**src/rtl/encoder8to3_arb_pkg.sv**
```systemverilog
// Shared types for the 8-to-3 request encoder and its priority selector.
//   N_IN / CODE_W : request line count and matching code width
//   code_t/req_t  : encoded index and request-vector types
//   enc_state_t   : output FSM states (IDLE: no code presented, HOLD: code presented)
//   code2oh       : code -> one-hot expansion (the decoder3to8 function)
package encoder8to3_arb_pkg;

  localparam int N_IN   = 8;
  localparam int CODE_W = $clog2(N_IN);

  typedef logic [CODE_W-1:0] code_t;
  typedef logic [N_IN-1:0]   req_t;

  typedef enum logic {IDLE = 1'b0, HOLD = 1'b1} enc_state_t;

  function automatic req_t code2oh(code_t c);
    return req_t'(1) << c;
  endfunction

endpackage

```
**src/rtl/encoder8to3_arb_if.sv**
```systemverilog
// Request/grant bus of the encoder.
//   clr        : synchronous flush
//   in_req     : request pulses, sampled every cycle
//   out_code   : granted index, out_onehot its one-hot form
//   out_valid  : code presented, out_ready : consumer accept
//   pend       : captured but not yet granted requests
//   drop       : a request merged into an already-pending or presented bit
// slave = encoder side, master = requester/consumer side.
interface encoder8to3_arb_if;
  import encoder8to3_arb_pkg::*;

  logic  clr;
  req_t  in_req;
  logic  out_ready;
  code_t out_code;
  req_t  out_onehot;
  logic  out_valid;
  req_t  pend;
  logic  drop;

  modport slave (
    input  clr, in_req, out_ready,
    output out_code, out_onehot, out_valid, pend, drop
  );

  modport master (
    output clr, in_req, out_ready,
    input  out_code, out_onehot, out_valid, pend, drop
  );

endinterface

```
**src/rtl/encoder8to3_arb_prio_sel8.sv**
```systemverilog
// Combinational 8-way priority selector.
//   vec : candidate request vector
//   idx : index of the winning bit (0 when vec is empty)
//   any : vec has at least one bit set
// HI_FIRST=1 picks the highest set index, HI_FIRST=0 the lowest.
module encoder8to3_arb_prio_sel8
  import encoder8to3_arb_pkg::*;
#(
  parameter bit HI_FIRST = 1'b1
) (
  input  req_t  vec,
  output code_t idx,
  output logic  any
);

  // Scan toward the winning end; the last hit seen is the winner.
  always_comb begin
    idx = '0;
    any = |vec;
    if (HI_FIRST) begin
      for (int i = 0; i < N_IN; i++)
        if (vec[i]) idx = code_t'(i);
    end else begin
      for (int i = N_IN-1; i >= 0; i--)
        if (vec[i]) idx = code_t'(i);
    end
  end

endmodule

```
**src/rtl/encoder8to3_arb.sv**
```systemverilog
// Sequential 8-to-3 priority encoder with sticky pending requests.
// Requests are captured into pend and drained one code per accepted
// valid/ready transfer, in priority order.
//   clk, rst_n : clock, asynchronous active-low reset
//   bus        : encoder8to3_arb_if.slave (requests in, codes out)
// HI_FIRST selects the priority direction (1: bit 7 wins).
module encoder8to3_arb
  import encoder8to3_arb_pkg::*;
#(
  parameter bit HI_FIRST = 1'b1
) (
  input  logic                      clk,
  input  logic                      rst_n,
  encoder8to3_arb_if.slave          bus
);

  enc_state_t state;
  req_t       pend_q;
  req_t       oh_q;
  code_t      code_q;
  logic       valid_q;
  logic       drop_q;

  logic  acc;
  req_t  cand;
  code_t sel;
  logic  any;
  req_t  sel_oh;
  logic  load;
  req_t  held;
  req_t  pend_d;
  logic  drop_d;

  assign acc  = valid_q & bus.out_ready;
  // Bypass: a request can be granted in the cycle it arrives.
  assign cand = pend_q | bus.in_req;

  encoder8to3_arb_prio_sel8 #(.HI_FIRST(HI_FIRST)) u_sel (
    .vec (cand),
    .idx (sel),
    .any (any)
  );

  assign sel_oh = code2oh(sel);
  // The output slot is free when nothing is presented or it is leaving now.
  assign load   = any & ((state == IDLE) | acc);
  // Bit presented and stalled: a repeat request for it is already covered.
  assign held   = (valid_q & ~acc) ? oh_q : '0;

  always_comb begin
    pend_d = pend_q | (bus.in_req & ~held);
    drop_d = |(bus.in_req & (pend_q | held));
    if (load) begin
      // A fresh request on a bit granted out of pend re-arms it (set wins
      // over clear); a bit granted straight from in_req is consumed.
      pend_d = (cand & ~sel_oh) | (bus.in_req & pend_q & sel_oh);
      drop_d = |(bus.in_req & pend_q & ~sel_oh);
    end
  end

  always_ff @(posedge clk or negedge rst_n) begin
    if (!rst_n) begin
      state   <= IDLE;
      pend_q  <= '0;
      oh_q    <= '0;
      code_q  <= '0;
      valid_q <= 1'b0;
      drop_q  <= 1'b0;
    end else if (bus.clr) begin
      state   <= IDLE;
      pend_q  <= '0;
      oh_q    <= '0;
      code_q  <= '0;
      valid_q <= 1'b0;
      drop_q  <= 1'b0;
    end else begin
      pend_q <= pend_d;
      drop_q <= drop_d;
      if (load) begin
        state   <= HOLD;
        valid_q <= 1'b1;
        code_q  <= sel;
        oh_q    <= sel_oh;
      end else if (acc) begin
        state   <= IDLE;
        valid_q <= 1'b0;
        oh_q    <= '0;
      end
    end
  end

  assign bus.out_code   = code_q;
  assign bus.out_onehot = oh_q;
  assign bus.out_valid  = valid_q;
  assign bus.pend       = pend_q;
  assign bus.drop       = drop_q;

endmodule

```
**src/flat_wrapper.sv**
```systemverilog
// flat-port wrapper written by rule: the top's interface ports become plain ports
module encoder8to3_arb_flat import encoder8to3_arb_pkg::*;
#(
  parameter bit HI_FIRST = 1'b1
)
  (clk, rst_n, bus_clr, bus_in_req, bus_out_ready, bus_out_code, bus_out_onehot, bus_out_valid, bus_pend, bus_drop);
  encoder8to3_arb_if bus_i ();
  input  logic clk;
  input  logic rst_n;
  input wire logic [$bits(bus_i.clr)-1:0] bus_clr;
  input wire logic [$bits(bus_i.in_req)-1:0] bus_in_req;
  input wire logic [$bits(bus_i.out_ready)-1:0] bus_out_ready;
  output wire logic [$bits(bus_i.out_code)-1:0] bus_out_code;
  output wire logic [$bits(bus_i.out_onehot)-1:0] bus_out_onehot;
  output wire logic [$bits(bus_i.out_valid)-1:0] bus_out_valid;
  output wire logic [$bits(bus_i.pend)-1:0] bus_pend;
  output wire logic [$bits(bus_i.drop)-1:0] bus_drop;
  assign bus_i.clr = bus_clr;
  assign bus_i.in_req = bus_in_req;
  assign bus_i.out_ready = bus_out_ready;
  assign bus_out_code = bus_i.out_code;
  assign bus_out_onehot = bus_i.out_onehot;
  assign bus_out_valid = bus_i.out_valid;
  assign bus_pend = bus_i.pend;
  assign bus_drop = bus_i.drop;
  encoder8to3_arb #(.HI_FIRST(HI_FIRST)) u_core (.clk(clk), .rst_n(rst_n), .bus(bus_i));
endmodule
```
**config.mk**
```make
export PLATFORM = sky130hd
export DESIGN_NAME = encoder8to3_arb_flat
export DESIGN_NICKNAME = d
export VERILOG_FILES = /design/src/rtl/encoder8to3_arb_pkg.sv /design/src/rtl/encoder8to3_arb_if.sv /design/src/rtl/encoder8to3_arb_prio_sel8.sv /design/src/rtl/encoder8to3_arb.sv /design/src/flat_wrapper.sv
export SDC_FILE = /design/constraint.sdc
export NUM_CORES = 1
export LEC_CHECK = 0
export BUFFER_PORTS_ARGS = -buffer_cell sky130_fd_sc_hd__buf_2
export CORE_ASPECT_RATIO = 1.5
export CORE_MARGIN = 3
export CORE_UTILIZATION = 45
export DETAILED_ROUTE_END_ITERATION = 16
export GPL_TIMING_DRIVEN = 0
export PLACE_DENSITY = 0.69
export SYNTH_ARGS = -nofsm -noshare
export SYNTH_HDL_FRONTEND = slang
export SYNTH_SLANG_ARGS = --single-unit
```
**constraint.sdc**
```tcl
create_clock -name clk -period 2.1 [get_ports clk]
set_input_delay 0.105 -clock clk [delete_from_list [all_inputs] [get_ports clk]]
set_output_delay 0.105 -clock clk [all_outputs]
set_load 0.005 [all_outputs]
```
==> flow_metrics.py <==
metrics = {
    "status": {
        "status": "finished clean",
    },
    "floorplanning": {
        "floorplan.initialDensity_pct": 47.96,
        "die_w_um": 50.08,
        "die_height_um": 72.11,
        "io_pins": 33,
        "floorplan.core_area_mm2": 0.002734,
        "rows": 23,
        "design.die.area_mm2": 0.003611,
    },
    "finish": {
        "final_area_mm2": 0.001610,
        "drive_above_1_share_pct": 29.28,
        "num-fill-cells": 243,
        "final_net_count": 194,
        "antenna-diode-count": 0,
        "area_delta_synth_final_pct": 22.80,
    },
    "detailed_routing": {
        "route.top_layer_used": "met4",
        "remaining_drc_errors": 0,
        "routed-via-count": 1313,
        "post_route_wl_um": 3655,
        "detailedRoute.firstIterationViolations": 37,
        "via_per_instance_ratio": 6.023,
        "route.detailed.wl_per_inst_um": 16.77,
        "ant_nets": 0,
        "met3RoutedLength_um": 218,
        "detailroute.wirelength.met2_um": 1961,
        "detail_route.wirelength.met1_um": 1400,
        "drt_pre_antenna_iters": 4,
    },
    "synth": {
        "ys_dominant_reg_cell": "dfrtp_1",
        "synth_cell_type_count": 43,
        "synth.yosys.warnings": 0,
        "yosys.cell_count.top_type": "dfrtp_1",
        "synth.avg_cell_area_um2": 9.106,
        "synth.yosys.seq_area_share_pct": 40.08,
        "yosys-top-cells-area": "dfrtp_1 (40%), nand2_1 (5.2%), a22o_1 (4.7%)",
        "synth-edff-count": 0,
        "synth_fp_nets": 156,
        "synth-seq-cells": 21,
        "yosys.area.top_type_share_pct": 40.08,
        "synth_cells": 144,
        "synthesis.area_mm2": 0.001311,
        "ys_async_sr_fraction_pct": 100.0,
        "ys_top_cells_by_count": "dfrtp_1 (21), nand2_1 (18), a21oi_1 (12)",
        "synth_top_area_cell": "dfrtp_1",
    },
    "clock_network": {
        "worst_skew_pair.late_latency_ns": 0.26,
        "tritoncts": "built",
        "clk_pin_slew_worst_paths_ns": 0.08,
        "cts.root.buffer_cell": "clkbuf_8",
        "ctsHtreeMaxLevel": 1,
        "cts_buffers": 3,
        "tritoncts_num_sinks": 21,
        "cts-root-to-sink-buffers": 2,
    },
    "timing": {
        "period_minus_slack_ns": 2.023,
        "timing.max_slew.rel_slack_pct": 45.59,
        "report.final.hold_viol_count": 0,
        "finalCritPeriodShare_pct": 96.36,
        "setup_ws_ns": 0.07653,
        "achievable_freq_mhz": 494.2,
        "worstMarginPinSlew_ns": 0.8117,
        "skew_ns": 0.004586,
        "drv_slew": 0,
        "timing.setup.tns_ns": 0,
        "finalSetupViolations": 0,
    },
    "place": {
        "pre_cts_slack_ns": -0.1030,
        "postPlaceCellArea_mm2": 0.001508,
        "dp.final_hpwl_um": 2621,
        "port-buffer-count": 30,
        "placer_congestion": 0.8646,
    },
    "worst_setup_path": {
        "required_ns": 2.23,
        "ff2ff_path_depth": 6,
        "setup.reg_to_reg.worst_slack_ns": 0.08,
        "worst_ep_arrival_time_ns": 2.15,
        "start_kind": "flip-flop",
        "path_max_fanout": 8,
        "critical_path.endpoint_type": "flip-flop",
        "path_class": "flip-flop to flip-flop",
    },
    "grt": {
        "grt_remaining_overflow": 0,
        "grt_pass1_wl_um": 5816,
        "first_global_vias": 1228,
        "grt_start_max_net_pins": 22,
        "grt_use_total_pct": 20.77,
        "antenna_found_initial": 0,
    },
    "power": {
        "cellLeakagePower_nw": 0.7163,
        "irDropWorstVdd_uv": 358.0,
        "power_density_mw_per_mm2": 590.8,
        "finalPower_uw": 951.3,
    },
    "min_path": {
        "hold_path_class": "input pin to flip-flop",
        "hold_path_depth": 2,
    },
    "flow_run": {
        "drv_cap": 0,
    },
}
==> power breakdown <==
| part | leakage (nW) | total, mW | internal, mW | switching, mW |
|---|---|---|---|---|
| registers | 0.273 | 0.469 | 0.431 | 0.0383 |
| clock network | 0.0228 | 0.266 | 0.135 | 0.131 |
| logic | 0.421 | 0.216 | 0.0963 | 0.120 |
| total | 0.716 | 0.951 | 0.662 | 0.289 |
==> per-layer routing <==
layer  global-route usage [%]  vias up
met5                        0        -
met4                    8.923        0
met3                    2.464        9
met2                    37.35       47
met1                    24.37      640
li1                         -      617
==> critical path: stages, from the launching register on <==
cell      delay, ns
dfrtp_2        0.46
or2_4          0.28
or4_4          0.42
buf_6          0.15
and4_1         0.21
nor4_2         0.24
o211ai_1       0.13
==> path summary, 6_finish.rpt <==
path	startpoint	endpoint
worst min register to register	u_core.bus.out_code[2]	u_core.bus.out_code[2]
worst min-delay path	bus_clr	u_core.bus.out_valid
max in group asynchronous	rst_n	u_core.bus.pend[4]
min in group asynchronous	rst_n	u_core.bus.out_code[1]
worst max register to register	u_core.bus.pend[4]	u_core.bus.drop
worst max-delay path	u_core.bus.pend[4]	u_core.bus.drop
==> kinds of logic (layout without fill, tap and decap cells) <==
kind of cell | after synthesis | after routing | share of synthesized area [%]
AO/OA/AOI/OAI | 55 | 55 | 29.30
adder cells (fa/ha/maj) | 6 | 6 | 4.580
buffers and inverters | 13 | 50 | 5.343
flip-flops | 21 | 21 | 40.08
AND/OR/NAND/NOR | 49 | 49 | 20.71
==> per-stage QoR <==
stage          util [%]  hold slack, ns  std cells
3_5_place_dp      55.15         0.08740        211
6_report          58.90         0.05680        218
2_1_floorplan         -         -0.1906        144
5_1_grt           58.90         0.06332        218
3_3_place_gp      55.15         0.08226        211
4_1_cts           57.53         0.04448        216
==> state kept, by name (all words and copies together), names as in the netlist <==
signal                 flops
u_core.bus.out_onehot      8
u_core.bus.out_valid       1
u_core.bus.out_code        3
u_core.bus.pend            8
u_core.bus.drop            1
==> placed cells by master, fill, tap and decap left out, drive strengths merged, types with 3 or more instances in the layout <==
| master | count |
|---|---|
| nor4 | 5 |
| clkbuf | 6 |
| a21oi | 13 |
| buf | 36 |
| a22oi | 5 |
| o2bb2ai | 3 |
| nor3 | 3 |
| a21boi | 3 |
| nand3 | 4 |
| nor2 | 9 |
| or4 | 3 |
| inv | 7 |
| o22ai | 3 |
| maj3 | 6 |
| a22o | 7 |
| o21ai | 10 |
| nand2 | 18 |
| dfrtp | 21 |
==> layout make-up <==
cell class              count  area, um2  share of cell area, %
repair buffers             33      175.2                  10.88
well taps                  37      46.29                  2.875
multi-input cells         110      747.0                  46.39
flip-flops and latches     21      526.8                  32.71
clock buffers               4      45.04                  2.797
inverters                   7      26.28                  1.632
plain buffers               6      43.79                  2.720
==> repair_timing <==
action	CTS	global route
endpoints found under the hold margin	21	0
hold buffers	1	0
pin swaps	0	1
buffers inserted	0	2
gates resized for setup	2	4
setup endpoints to repair	8	9
Note: power is estimated with default switching activity, not from simulation.
